## config.mk

```make
export PLATFORM = sky130hd
export DESIGN_NAME = pipe_skid_stage
export DESIGN_NICKNAME = d
export VERILOG_FILES = /design/src/rtl/pipe_pkg.sv /design/src/rtl/pipe_dreg.sv /design/src/rtl/pipe_skid_stage.sv
export SDC_FILE = /design/constraint.sdc
export NUM_CORES = 1
export LEC_CHECK = 0
export BUFFER_PORTS_ARGS = -buffer_cell sky130_fd_sc_hd__buf_4
export CORE_ASPECT_RATIO = 0.5
export CORE_MARGIN = 2
export CORE_UTILIZATION = 45
export CTS_BUF_LIST = sky130_fd_sc_hd__clkbuf_8
export CTS_CLUSTER_DIAMETER = 120
export DETAILED_ROUTE_END_ITERATION = 12
export PLACE_DENSITY = 0.79
export SETUP_SLACK_MARGIN = 0.05
export SYNTH_ARGS = -nofsm -noshare
export SYNTH_HDL_FRONTEND = slang
export SYNTH_SLANG_ARGS = --single-unit
```

## constraint.sdc

```tcl
create_clock -name clk -period 2.49 [get_ports clk]
set_input_delay 0.498 -clock clk [delete_from_list [all_inputs] [get_ports clk]]
set_output_delay 0.498 -clock clk [all_outputs]
set_load 0.01 [all_outputs]
```

## src/rtl/pipe_pkg.sv

```systemverilog
// Shared definitions for the skid-buffered pipeline stage: state encoding,
// default sizes and the occupancy mapping.
package pipe_pkg;

  localparam int DEF_WIDTH = 32;
  localparam int DEF_CNT_W = 8;

  typedef enum logic [1:0] {
    ST_EMPTY = 2'd0,
    ST_ONE   = 2'd1,
    ST_TWO   = 2'd2
  } pipe_state_t;

  // The encoding is chosen so the state value is the entry count.
  function automatic logic [1:0] state_occ(input pipe_state_t s);
    logic [1:0] occ;
    case (s)
      ST_EMPTY: occ = 2'd0;
      ST_ONE:   occ = 2'd1;
      ST_TWO:   occ = 2'd2;
      default:  occ = 2'd0;
    endcase
    return occ;
  endfunction

endpackage

```

## src/rtl/pipe_dreg.sv

```systemverilog
// WIDTH-bit data register with load enable and async active-high clear,
// clocked on the falling edge like the rest of the pipeline registers.
module pipe_dreg
  import pipe_pkg::*;
#(
  parameter int WIDTH = DEF_WIDTH
) (
  input  logic             clk,
  input  logic             clr,
  input  logic             en,
  input  logic [WIDTH-1:0] d,
  output logic [WIDTH-1:0] q
);

  always_ff @(negedge clk or posedge clr) begin
    if (clr) begin
      q <= '0;
    end else if (en) begin
      q <= d;
    end
  end

endmodule

```

## src/rtl/pipe_skid_stage.sv

```systemverilog
// Two-entry skid stage between pipeline boundaries: main register feeds
// out_data, skid register absorbs one extra beat when downstream stalls.
//
//   state    | meaning
//   ---------+-----------------------------------------------
//   ST_EMPTY | nothing held; out_valid low
//   ST_ONE   | head in main; can accept and release together
//   ST_TWO   | head in main, next in skid; in_ready low
module pipe_skid_stage
  import pipe_pkg::*;
#(
  parameter int WIDTH = DEF_WIDTH,
  parameter int CNT_W = DEF_CNT_W
) (
  input  logic             clk,
  input  logic             clr,
  input  logic             flush,
  input  logic             in_valid,
  output logic             in_ready,
  input  logic [WIDTH-1:0] in_data,
  output logic             out_valid,
  input  logic             out_ready,
  output logic [WIDTH-1:0] out_data,
  output logic [1:0]       occupancy,
  output logic [CNT_W-1:0] drop_cnt
);

  pipe_state_t      state;
  pipe_state_t      state_nxt;
  logic             accept;
  logic             release_h;
  logic             main_en;
  logic             main_from_skid;
  logic             skid_en;
  logic [WIDTH-1:0] main_d;
  logic [WIDTH-1:0] main_q;
  logic [WIDTH-1:0] skid_q;
  logic [CNT_W:0]   drop_sum;
  logic [CNT_W-1:0] drop_nxt;

  assign in_ready  = (state != ST_TWO) & ~flush;
  assign out_valid = (state != ST_EMPTY) & ~flush;
  assign accept    = in_valid & in_ready;
  assign release_h = out_valid & out_ready;
  assign occupancy = state_occ(state);
  assign out_data  = main_q;

  always_ff @(negedge clk or posedge clr) begin
    if (clr) begin
      state <= ST_EMPTY;
    end else begin
      state <= state_nxt;
    end
  end

  // Flush wins outright; accept/release are already masked by flush above,
  // so no register write can happen in a flush cycle.
  always_comb begin
    state_nxt      = state;
    main_en        = 1'b0;
    main_from_skid = 1'b0;
    skid_en        = 1'b0;
    if (flush) begin
      state_nxt = ST_EMPTY;
    end else begin
      case (state)
        ST_EMPTY: begin
          if (accept) begin
            main_en   = 1'b1;
            state_nxt = ST_ONE;
          end
        end
        ST_ONE: begin
          if (accept && !release_h) begin
            skid_en   = 1'b1;
            state_nxt = ST_TWO;
          end else if (accept && release_h) begin
            main_en   = 1'b1;
          end else if (release_h) begin
            state_nxt = ST_EMPTY;
          end
        end
        ST_TWO: begin
          if (release_h) begin
            main_en        = 1'b1;
            main_from_skid = 1'b1;
            state_nxt      = ST_ONE;
          end
        end
        default: state_nxt = ST_EMPTY;
      endcase
    end
  end

  assign main_d = main_from_skid ? skid_q : in_data;

  pipe_dreg #(.WIDTH(WIDTH)) u_main (
    .clk (clk),
    .clr (clr),
    .en  (main_en),
    .d   (main_d),
    .q   (main_q)
  );

  pipe_dreg #(.WIDTH(WIDTH)) u_skid (
    .clk (clk),
    .clr (clr),
    .en  (skid_en),
    .d   (in_data),
    .q   (skid_q)
  );

  // One extra sum bit catches overflow so the count pins at all-ones.
  assign drop_sum = {1'b0, drop_cnt} + (CNT_W+1)'(occupancy);
  assign drop_nxt = drop_sum[CNT_W] ? {CNT_W{1'b1}} : drop_sum[CNT_W-1:0];

  always_ff @(negedge clk or posedge clr) begin
    if (clr) begin
      drop_cnt <= '0;
    end else if (flush) begin
      drop_cnt <= drop_nxt;
    end
  end

endmodule

```

-- Yosys cells after proc, flatten, opt, wreduce, memory -nomap -nowiden
Index checks and enable logic that the tools add are counted.
- multiplexer cells: 21
- bitwise gates (word level): 5
- equal/unequal tests: 7
- reduce and logical (&&, ||, !) cells: 6
- $add $sub $neg: 1
- operator list (operator ; count):
    $mux 32 ; 1
    $mux 2 ; 6
    $mux 1 ; 10
    $add 8x2->9 ; 1
    $mux 8 ; 1
    $ne 4x4->1 const B ; 2
    $ne 3x3->1 const B ; 2
    $pmux 2 s3 ; 1
    $and 1x1->1 ; 4
    $pmux 2 s2 ; 1
    $reduce_and 4->1 ; 1
    $pmux 1 s3 ; 1
    $eq 2x1->1 const B ; 1
    $eq 2x2->1 const B ; 1
    $logic_and 1x1->1 ; 2
    $logic_not 2->1 ; 1
    $ne 2x2->1 const B ; 1
    $reduce_bool 2->1 ; 1
    $logic_not 1->1 ; 1
    $not 1->1 ; 1
- logic and storage cells: 44
- bits of input ports: 37
- bits in registers: 74

-- Logic depth before layout (Yosys ltp)
Gate-level depths: netlist (run 1).
- depth in word-level cells: 8
- mapped depth: 9
- depth with buffers taken out: 7

-- By module
A second synthesis (run 1) with hierarchy kept.
- cells, all modules: 240
- area total of the unflattened synthesis: 3846.2 um^2
- modules (own cells, without submodules) (module ; times used ; cells each ; area each (um^2)):
    pipe_dreg ; 2 ; 69 ; 1348.8
    pipe_skid_stage ; 1 ; 102 ; 1148.6

==> impl_metrics.yaml, run 1 <==
die:
  initial_utilization_pct: 46.46
  coreArea_sq_mm: 0.007322
  die_h_um: 65.48
  io_pins: 81
  die_x_um: 127.0
  core.rowCount: 22
  die_area_sq_mm: 0.008314
sta:
  fin_ws_ns: -0.5056
  setup_viol: 109
  holdWs_ns: 0.4567
  clock-skew-final_ns: 0.01030
  grt_setup_unrepaired: "true"
  slew_viol_final: 0
  hold_viol: 0
  slew_headroom_pct: 69.81
  worst_pin_slew_ns: 0.4529
critical_path:
  crit_fanout: 5
  worst-setup-path-type: "flop to primary output"
  worst_ep_required_time_ns: 1.99
  crit_buf_inv: 2
  arrival_ns: 2.50
  worstPathCellList: "or2b_1, inv_2, nor2_2, buf_4"
  slowest_delay_ns: 0.40
  startpoint_type: "flop"
  crit_slowest_cell: "dfrtn_1"
  setup.worst_path.end_class: "primary output"
  crit_family: "flip-flops"
placed_design:
  placed_area_sq_mm: 0.004340
  dp_hpwl_mm: 4.875
  io_buffers: 80
  gp_congestion: 0.7896
  pre_cts_slack_ns: -0.7500
  dp_cells: 426
layout:
  drive_gt1_share_pct: 70.00
  seq_area_sq_mm: 0.001852
  fin_util_pct: 73.94
  n_fill_cell: 419
  n_antenna_cell: 0
  multi_input_area_sq_mm: 0.001788
  nets: 426
  synthToLayoutAreaGrowth_pct: 59.14
  final_area_sq_mm: 0.005414
  fin_cells: 486
synth:
  ys_types: 30
  synth_adder_area_share_pct: 1.324
  yosysSeqAreaShare_pct: 54.43
  synthMuxAreaShare_pct: 32.99
  synth_top_family_by_area: "multiplexers"
  synthTopCellsByArea: "dfrtn_1, mux2_2, mux2_1"
  syn_avg_cell_area_sq_um: 14.12
  synth_edf_count: 0
  ys_warn_count: 0
  netlist_instances: 241
  ys.flop_type: "dfrtn_1"
  synth_compound_area_share_pct: 3.126
  synthTopCellsByCount: "mux2_2, dfrtn_1, a21oi_1, inv_1, nand2_1"
  synth_seq_cells: 74
  synth-simple-area-share_pct: 4.708
  async_flop_share_pct: 100.0
  synth_top_area_cell: "dfrtn_1"
  synth_nets: 281
  yosysTopAreaCellShare_pct: 54.43
  yosysMostFrequentCell: "mux2_2"
  synth-xor-area-share_pct: 0
  synth_area_sq_mm: 0.003402
cts:
  root_buffer: "clkbuf_8"
  cts.sinks: 74
  clockBufferDepth: 2
  htreeDepth: 3
  cts_tree: "done"
  clk_latency_ns: 0.35
  numCtsBuffers: 9
  cts.clk_slew.worst_paths_ns: 0.05
power_and_ir_drop:
  power_frac_seq_pct: 42.7
  p_clk_share_pct: 22.5
  internal_power_mw: 2.900
  sw_frac_of_total_pct: 28.97
  ir_drop_v: 0.0004501
  leakagePower_nw: 2.666
  p_comb_share_pct: 34.8
  p_per_area_mw_per_mm2: 754.3
  p_switching_mw: 1.183
global_route:
  overflow: 0
  track_usage_pct: 23.50
  grt_pass1_wl_mm: 14.41
  antenna_found_initial: 0
  grt_max_degree: 50
  first_global_vias: 2718
run:
  cap_violations: 0
routing:
  post_drt_wl_per_cell_um: 20.41
  drt-total-wl_mm: 9.921
  viasPerCell: 5.257
  ant_nets: 0
  vias: 2555
  drc: 0
  drt_iter0_drc: 144
  firstDrtPassIters: 4
worst_hold_path:
  hold_class: "flop to flop"
outcome:
  violations: "negative setup slack"
  status: "complete, but fails checks"
==> registers in the layout, summed over array words and instances, names as in the netlist <==
name	flops
drop_cnt	8
state	2
u_main.q	32
u_skid.q	32
==> cells by family (layout without fill, tap and decap cells) <==
group | count (synthesis) | count (layout)
multiplexers | 100 | 100
AND/OR/NAND/NOR | 28 | 28
AO/OA/AOI/OAI | 16 | 16
adder cells (fa/ha/maj) | 3 | 3
flip-flops | 74 | 74
buffers and inverters | 20 | 169
==> worst paths after layout <==
path                             start           end  slack (ns)  cells after the start
hold reg to reg            u_skid.q[4]   u_skid.q[4]        0.46                      1
max in group asynchronous          clr  u_main.q[23]        0.80                      3
setup reg to reg              state[0]   drop_cnt[4]        0.22                     10
setup / recovery              state[0]      in_ready       -0.51                      4
hold / removal             u_skid.q[4]   u_skid.q[4]        0.46                      1
min in group asynchronous          clr  u_skid.q[12]        1.35                      3
==> worst register-to-register path: cells and delay by family (launching register included) <==
family | cells | cell delay (ns)
adder cells (fa/ha/maj) | 2 | 0.55
flip-flops | 1 | 0.49
AND/OR/NAND/NOR | 2 | 0.50
buffers and inverters | 5 | 0.49
AO/OA/AOI/OAI | 1 | 0.11
==> layer usage <==
metal | global-route usage, % | vias up | wire [um]
li1 | - | 1149 | -
met1 | 28.17 | 1318 | 4136
met2 | 40.73 | 68 | 5170
met3 | 6.515 | 20 | 399
met4 | 9.753 | 0 | 214
met5 | 0 | - | 0
==> power groups by stage <==
stage | logic [mW] | registers [mW] | clock network, mW
floorplan | 0.461 | 1.77 | 0
global placement | 0.926 | 1.71 | 0
detailed placement | 0.969 | 1.74 | 0
CTS | 1.22 | 1.71 | 0.912
global route | 1.51 | 1.77 | 0.977
finish | 1.42 | 1.74 | 0.919
==> repair_timing <==
action	in CTS	in global routing
endpoints found under the setup margin	115	112
gates cloned	7	0
pin swaps	3	6
gates resized for setup	79	42
hold buffers	0	0
buffers inserted	23	22
==> layout by cell type (no fill, tap or decap), types with 3 or more instances in the layout <==
master	synthesis	layout
mux2i_1	3	3
mux2_4	0	71
dfrtn_1	74	74
mux2_2	93	26
nand2_1	6	5
a31oi_1	4	4
clkbuf_8	0	10
o21ai_0	3	3
buf_16	0	5
buf_4	3	101
buf_12	0	7
buf_6	3	29
a21oi_1	7	6
inv_1	7	8
buf_8	0	5
==> area by class of cell <==
class,instances,share of cell area (%)
Sequential cell,74,34.20
Multi-Input combinational cell,147,33.03
Timing Repair Buffer,147,26.55
Clock buffer,10,2.542
Tap cell,96,2.219
Clock inverter,5,0.9013
Inverter,7,0.5547
==> stage by stage <==
step           setup TNS, ns  total power [mW]
5_1_grt               -29.49             4.261
2_1_floorplan         -21.34             2.230
3_5_place_dp          -39.75             2.706
6_report              -28.08             4.084
3_3_place_gp          -38.46             2.638
4_1_cts               -21.93             3.836
Power figures use the tool's default switching activity.
==> inputs of run 2 (changes only) <==
--- a/config.mk
+++ b/config.mk
@@ -14,6 +14,7 @@
 export DETAILED_ROUTE_END_ITERATION = 12
 export PLACE_DENSITY = 0.79
 export SETUP_SLACK_MARGIN = 0.05
+export SLEW_MARGIN = 20
 export SYNTH_ARGS = -nofsm -noshare
 export SYNTH_HDL_FRONTEND = slang
 export SYNTH_SLANG_ARGS = --single-unit
==> constraint.sdc (replaced) <==
create_clock -name clk -period 3.1 [get_ports clk]
set_input_delay 0.62 -clock clk [delete_from_list [all_inputs] [get_ports clk]]
set_output_delay 0.62 -clock clk [all_outputs]
set_load 0.01 [all_outputs]
==> run 2 against run 1 <==
- the flow still finishes with violations (negative setup slack)
- clock skew is 0.0056 ns lower
- critical path depth is 1 higher
- combinational power is 17% lower
- via count is 0.63% higher
==> impl_metrics.yaml, run 2 (same netlist as run 1, synthesis figures left out) <==
placed_design:
  gp_congestion: 0.8206
  dp_hpwl_mm: 4.942
  io_buffers: 80
sta:
  hold_viol: 0
  slew_viol_final: 0
  setup_viol: 43
  clock-skew-final_ns: 0.004722
  grt_setup_unrepaired: "true"
  holdWs_ns: 0.4606
  worst_pin_slew_ns: 0.4602
  slew_headroom_pct: 69.32
  fin_ws_ns: -0.3898
cts:
  clockBufferDepth: 2
  hold_buffers: 0
  numCtsBuffers: 9
  cts_tree: "done"
  htreeDepth: 3
  cts.sinks: 74
  cts.clk_slew.worst_paths_ns: 0.05
  root_buffer: "clkbuf_8"
  clk_latency_ns: 0.33
die:
  die_area_sq_mm: 0.008314
  core.rowCount: 22
  initial_utilization_pct: 46.46
  io_pins: 81
  die_h_um: 65.48
  coreArea_sq_mm: 0.007322
  die_x_um: 127.0
power_and_ir_drop:
  fin_total_pwr_mw: 3.466
  leakagePower_nw: 2.726
  ir_drop_v: 0.0003268
  p_per_area_mw_per_mm2: 625.6
routing:
  viasPerCell: 5.323
  drt_iter0_drc: 187
  drt-total-wl_mm: 10.85
  vias: 2571
  drc: 0
  ant_nets: 0
  firstDrtPassIters: 4
  post_drt_wl_per_cell_um: 22.47
layout:
  nets: 422
  drive_gt1_share_pct: 70.03
  synthToLayoutAreaGrowth_pct: 62.85
  final_common_cell: "buf_4"
  reg_top3: "u_main.q (32), u_skid.q (32), drop_cnt (8)"
  final_cell_mix: "buf_4, mux2_4, dfrtn_1"
  n_antenna_cell: 0
critical_path:
  cp-endpoint: "out_valid"
  worst_ep_required_time_ns: 2.48
  arrival_ns: 2.87
  regToRegSetupSlack_ns: 0.88
  setup.worst_path.end_class: "primary output"
  startpoint_type: "flop"
  r2r_end: "drop_cnt[7]"
  r2r_start: "state[0]"
  worst_r2r_path_depth: 8
  crit_fanout: 7
  worst-setup-path-type: "flop to primary output"
  cp-startpoint: "state[1]"
run:
  cap_violations: 0
outcome:
  status: "complete, but fails checks"
  violations: "negative setup slack"
global_route:
  grt_pass1_wl_mm: 13.65
  antenna_found_initial: 1
  track_usage_pct: 21.50
  first_global_vias: 2701
  grt_max_degree: 41
  overflow: 0
worst_hold_path:
  hold_class: "flop to flop"
run 2: report_power, final:
group / switching, mW / internal (mW) / leakage (nW)
clock: 0.365 / 0.495 / 0.121
sequential: 0.193 / 1.23 / 0.889
combinational: 0.439 / 0.742 / 1.72
total: 0.998 / 2.47 / 2.73
run 2: through the flow:
stage | util (%) | TNS, ns | std cells | setup WS [ns] | instance area [sq um]
floorplan | - | -11.79 | 241 | -0.3769 | 3463
global placement | 58.66 | -25.47 | 423 | -0.5323 | 4295
detailed placement | 58.66 | -27.02 | 423 | -0.5591 | 4295
CTS | 69.28 | -7.703 | 463 | -0.3153 | 5072
global route | 75.67 | -9.714 | 483 | -0.4145 | 5540
finish | 75.67 | -8.950 | 483 | -0.3898 | 5540
run 2: per-layer routing:
| metal | track usage (%) | part of all wire [%] |
|---|---|---|
| met1 | 26.21 | 43 |
| met2 | 38.17 | 52 |
| met3 | 5.537 | 3.5 |
| met4 | 6.731 | 1.3 |
| met5 | 0 | 0.12 |
run 2: what timing repair did:
item | 4_1_cts | 5_1_grt
pin swaps | 1 | 6
gates resized for setup | 85 | 61
gates cloned | 3 | 3
setup endpoints to repair | 65 | 108
setup buffers | 21 | 19
run 2: worst max-delay path, stage by stage (launching register included):
cell	delay (ns)
dfrtn_1	0.44
buf_4	0.13
buf_8	0.12
nor2_4	0.03
nor2_1	0.12
buf_4	0.15
run 2: how the worst min path moves through the flow:
stage	end	cells past startpoint	slack, ns	startpoint
2_1_floorplan	u_skid.q[28]	1	0.43	u_skid.q[28]
6_report	u_skid.q[22]	1	0.46	u_skid.q[22]
4_1_cts	u_skid.q[27]	1	0.45	u_skid.q[27]
3_3_place_gp	u_skid.q[22]	1	0.44	u_skid.q[22]
5_1_grt	u_skid.q[22]	1	0.47	u_skid.q[22]
3_5_place_dp	u_skid.q[27]	1	0.45	u_skid.q[27]
run 2: cell type report:
type / instances / area, sq um
Clock inverter: 5 / 77.57
Clock buffer: 11 / 151.4
Multi-Input combinational cell: 147 / 1831
Sequential cell: 74 / 1852
Timing Repair Buffer: 143 / 1479
Fill cell: 410 / 1782
Tap cell: 96 / 120.1
Inverter: 7 / 30.03
==> inputs of run 3 (changes only) <==
==> constraint.sdc (replaced) <==
create_clock -name clk -period 3.95 [get_ports clk]
set_input_delay 0.79 -clock clk [delete_from_list [all_inputs] [get_ports clk]]
set_output_delay 0.79 -clock clk [all_outputs]
set_load 0.01 [all_outputs]
==> run 3 against run 2 <==
- the flow still finishes with violations (negative setup slack)
- largest power group unchanged
- sequential share of layout area is 4.6 points higher
- routed wire length decreased by 28%
- clock skew down 0.0010 ns
- largest cell class unchanged
- non-clock buffer count shrank 38
- highest routed layer is now met4
- total power shrank 31%
- die area unchanged
==> impl_metrics.yaml, run 3 (same netlist as run 1, synthesis figures left out) <==
worst_hold_path:
  worstHoldStart: "u_skid.q[12]"
  hold_class: "flop to flop"
critical_path:
  worstPathCellList: "or2b_1, inv_2, nor2_1, buf_4"
  worst_ep_required_time_ns: 3.16
  crit_buf_inv: 2
  crit_slowest_cell: "dfrtn_1"
  crit_family: "flip-flops"
  r2r_start: "state[0]"
  crit_fanout: 3
  worst-setup-path-type: "flop to primary output"
  arrival_ns: 3.23
  cp-startpoint: "state[1]"
  setup.worst_path.end_class: "primary output"
  slowest_delay_ns: 0.40
  startpoint_type: "flop"
routing:
  post_drt_wl_per_cell_um: 17.48
  vias: 2293
  firstDrtPassIters: 4
  drt_iter0_drc: 102
  ant_nets: 0
  drt-total-wl_mm: 7.763
  drc: 0
  viasPerCell: 5.164
sta:
  fin_ws_ns: -0.06733
  grt_setup_unrepaired: "true"
  tns_ns: -0.1633
  worst_pin_slew_ns: 0.3852
  setup_viol: 13
  slew_viol_final: 0
  hold_viol: 0
  clock-skew-final_ns: 0.003700
  slew_headroom_pct: 74.32
cts:
  cts.clk_slew.worst_paths_ns: 0.05
  htreeDepth: 3
  clk_latency_ns: 0.33
  numCtsBuffers: 9
  clockBufferDepth: 2
  root_buffer: "clkbuf_8"
  hold_buffers: 0
  cts_tree: "done"
  cts.sinks: 74
layout:
  n_antenna_cell: 0
  final_common_cell: "buf_4"
  reg_top3: "u_main.q (32), u_skid.q (32), drop_cnt (8)"
  n_fill_cell: 506
  synthToLayoutAreaGrowth_pct: 43.07
  nets: 384
  final_cell_mix: "buf_4, dfrtn_1, mux2_4"
  drive_gt1_share_pct: 64.66
  final_area_sq_mm: 0.004867
die:
  coreArea_sq_mm: 0.007322
  die_area_sq_mm: 0.008314
  core.rowCount: 22
  initial_utilization_pct: 46.46
  die_x_um: 127.0
  io_pins: 81
  die_h_um: 65.48
placed_design:
  gp_congestion: 0.7022
  io_buffers: 80
  placed_area_sq_mm: 0.004237
  dp_hpwl_mm: 4.660
outcome:
  violations: "negative setup slack"
  status: "complete, but fails checks"
global_route:
  met1_usage_pct: 20.06
  overflow: 0
  grt_pass1_wl_mm: 11.06
  first_global_vias: 2358
  busiest_layer: "met2"
  grt_max_degree: 75
  track_usage_pct: 17.15
  met2_usage_pct: 31.18
  antenna_found_initial: 0
  grt_use_met3_pct: 4.967
power_and_ir_drop:
  leakagePower_nw: 2.338
  ir_drop_v: 0.0002108
  p_per_area_mw_per_mm2: 490.6
run:
  cap_violations: 0
run 3: changes by cell type in the layout (fill, tap and decap cells not counted), sizes merged:
cell,change
buf,-38
clkinv,-1
run 3: what timing repair did:
item	4_1_cts	5_1_grt
resized for setup	5	64
gates cloned	1	3
setup buffers	6	1
pin swaps	0	1
endpoints found under the setup margin	18	35
run 3: report_power, final:
part | switching (mW) | internal [mW] | total, mW
clock | 0.270 | 0.388 | 0.658
sequential | 0.129 | 0.966 | 1.10
combinational | 0.244 | 0.390 | 0.634
run 3: through the flow:
stage	std cells	hold slack (ns)	total power [mW]	util (%)	worst slack (ns)
global route	444	0.4728	2.516	66.47	-0.1172
floorplan	241	0.4341	1.384	-	-0.1219
detailed placement	418	0.4513	1.671	57.86	-0.3278
global placement	418	0.4409	1.629	57.86	-0.2961
finish	444	0.4530	2.388	66.47	-0.06733
CTS	440	0.4522	2.339	62.06	-0.06589
run 3: worst reg2reg max path: stages, from the launching register on:
cell,delay (ns)
dfrtn_1,0.44
or2b_1,0.15
inv_2,0.05
buf_4,0.13
buf_4,0.12
ha_1,0.27
a21oi_1,0.10
nor4bb_1,0.30
mux2_2,0.37
run 3: routing by layer:
layer / up-vias / wire length (um)
li1: 1060 / -
met1: 1182 / 3358
met2: 44 / 4094
met3: 7 / 255
met4: 0 / 55
met5: - / 0
run 3: final cells by class:
class                   count  area (sq um)  area share, %
clock buffers              11         151.4          3.111
multi-input cells         147          1682          34.55
repair buffers            105         958.4          19.69
flip-flops and latches     74          1852          38.05
inverters                   7         30.03         0.6170
well taps                  96         120.1          2.468
clock inverters             4         73.82          1.517
run 3: path summary, 6_finish.rpt:
kind                                end  slack, ns  depth (start not counted)
max in group asynchronous   u_skid.q[4]       1.18                          3
setup reg to reg            drop_cnt[7]       1.87                          8
setup / recovery               in_ready      -0.07                          4
min in group asynchronous  u_main.q[27]       2.43                          3
hold reg to reg            u_skid.q[12]       0.45                          1
hold / removal             u_skid.q[12]       0.45                          1
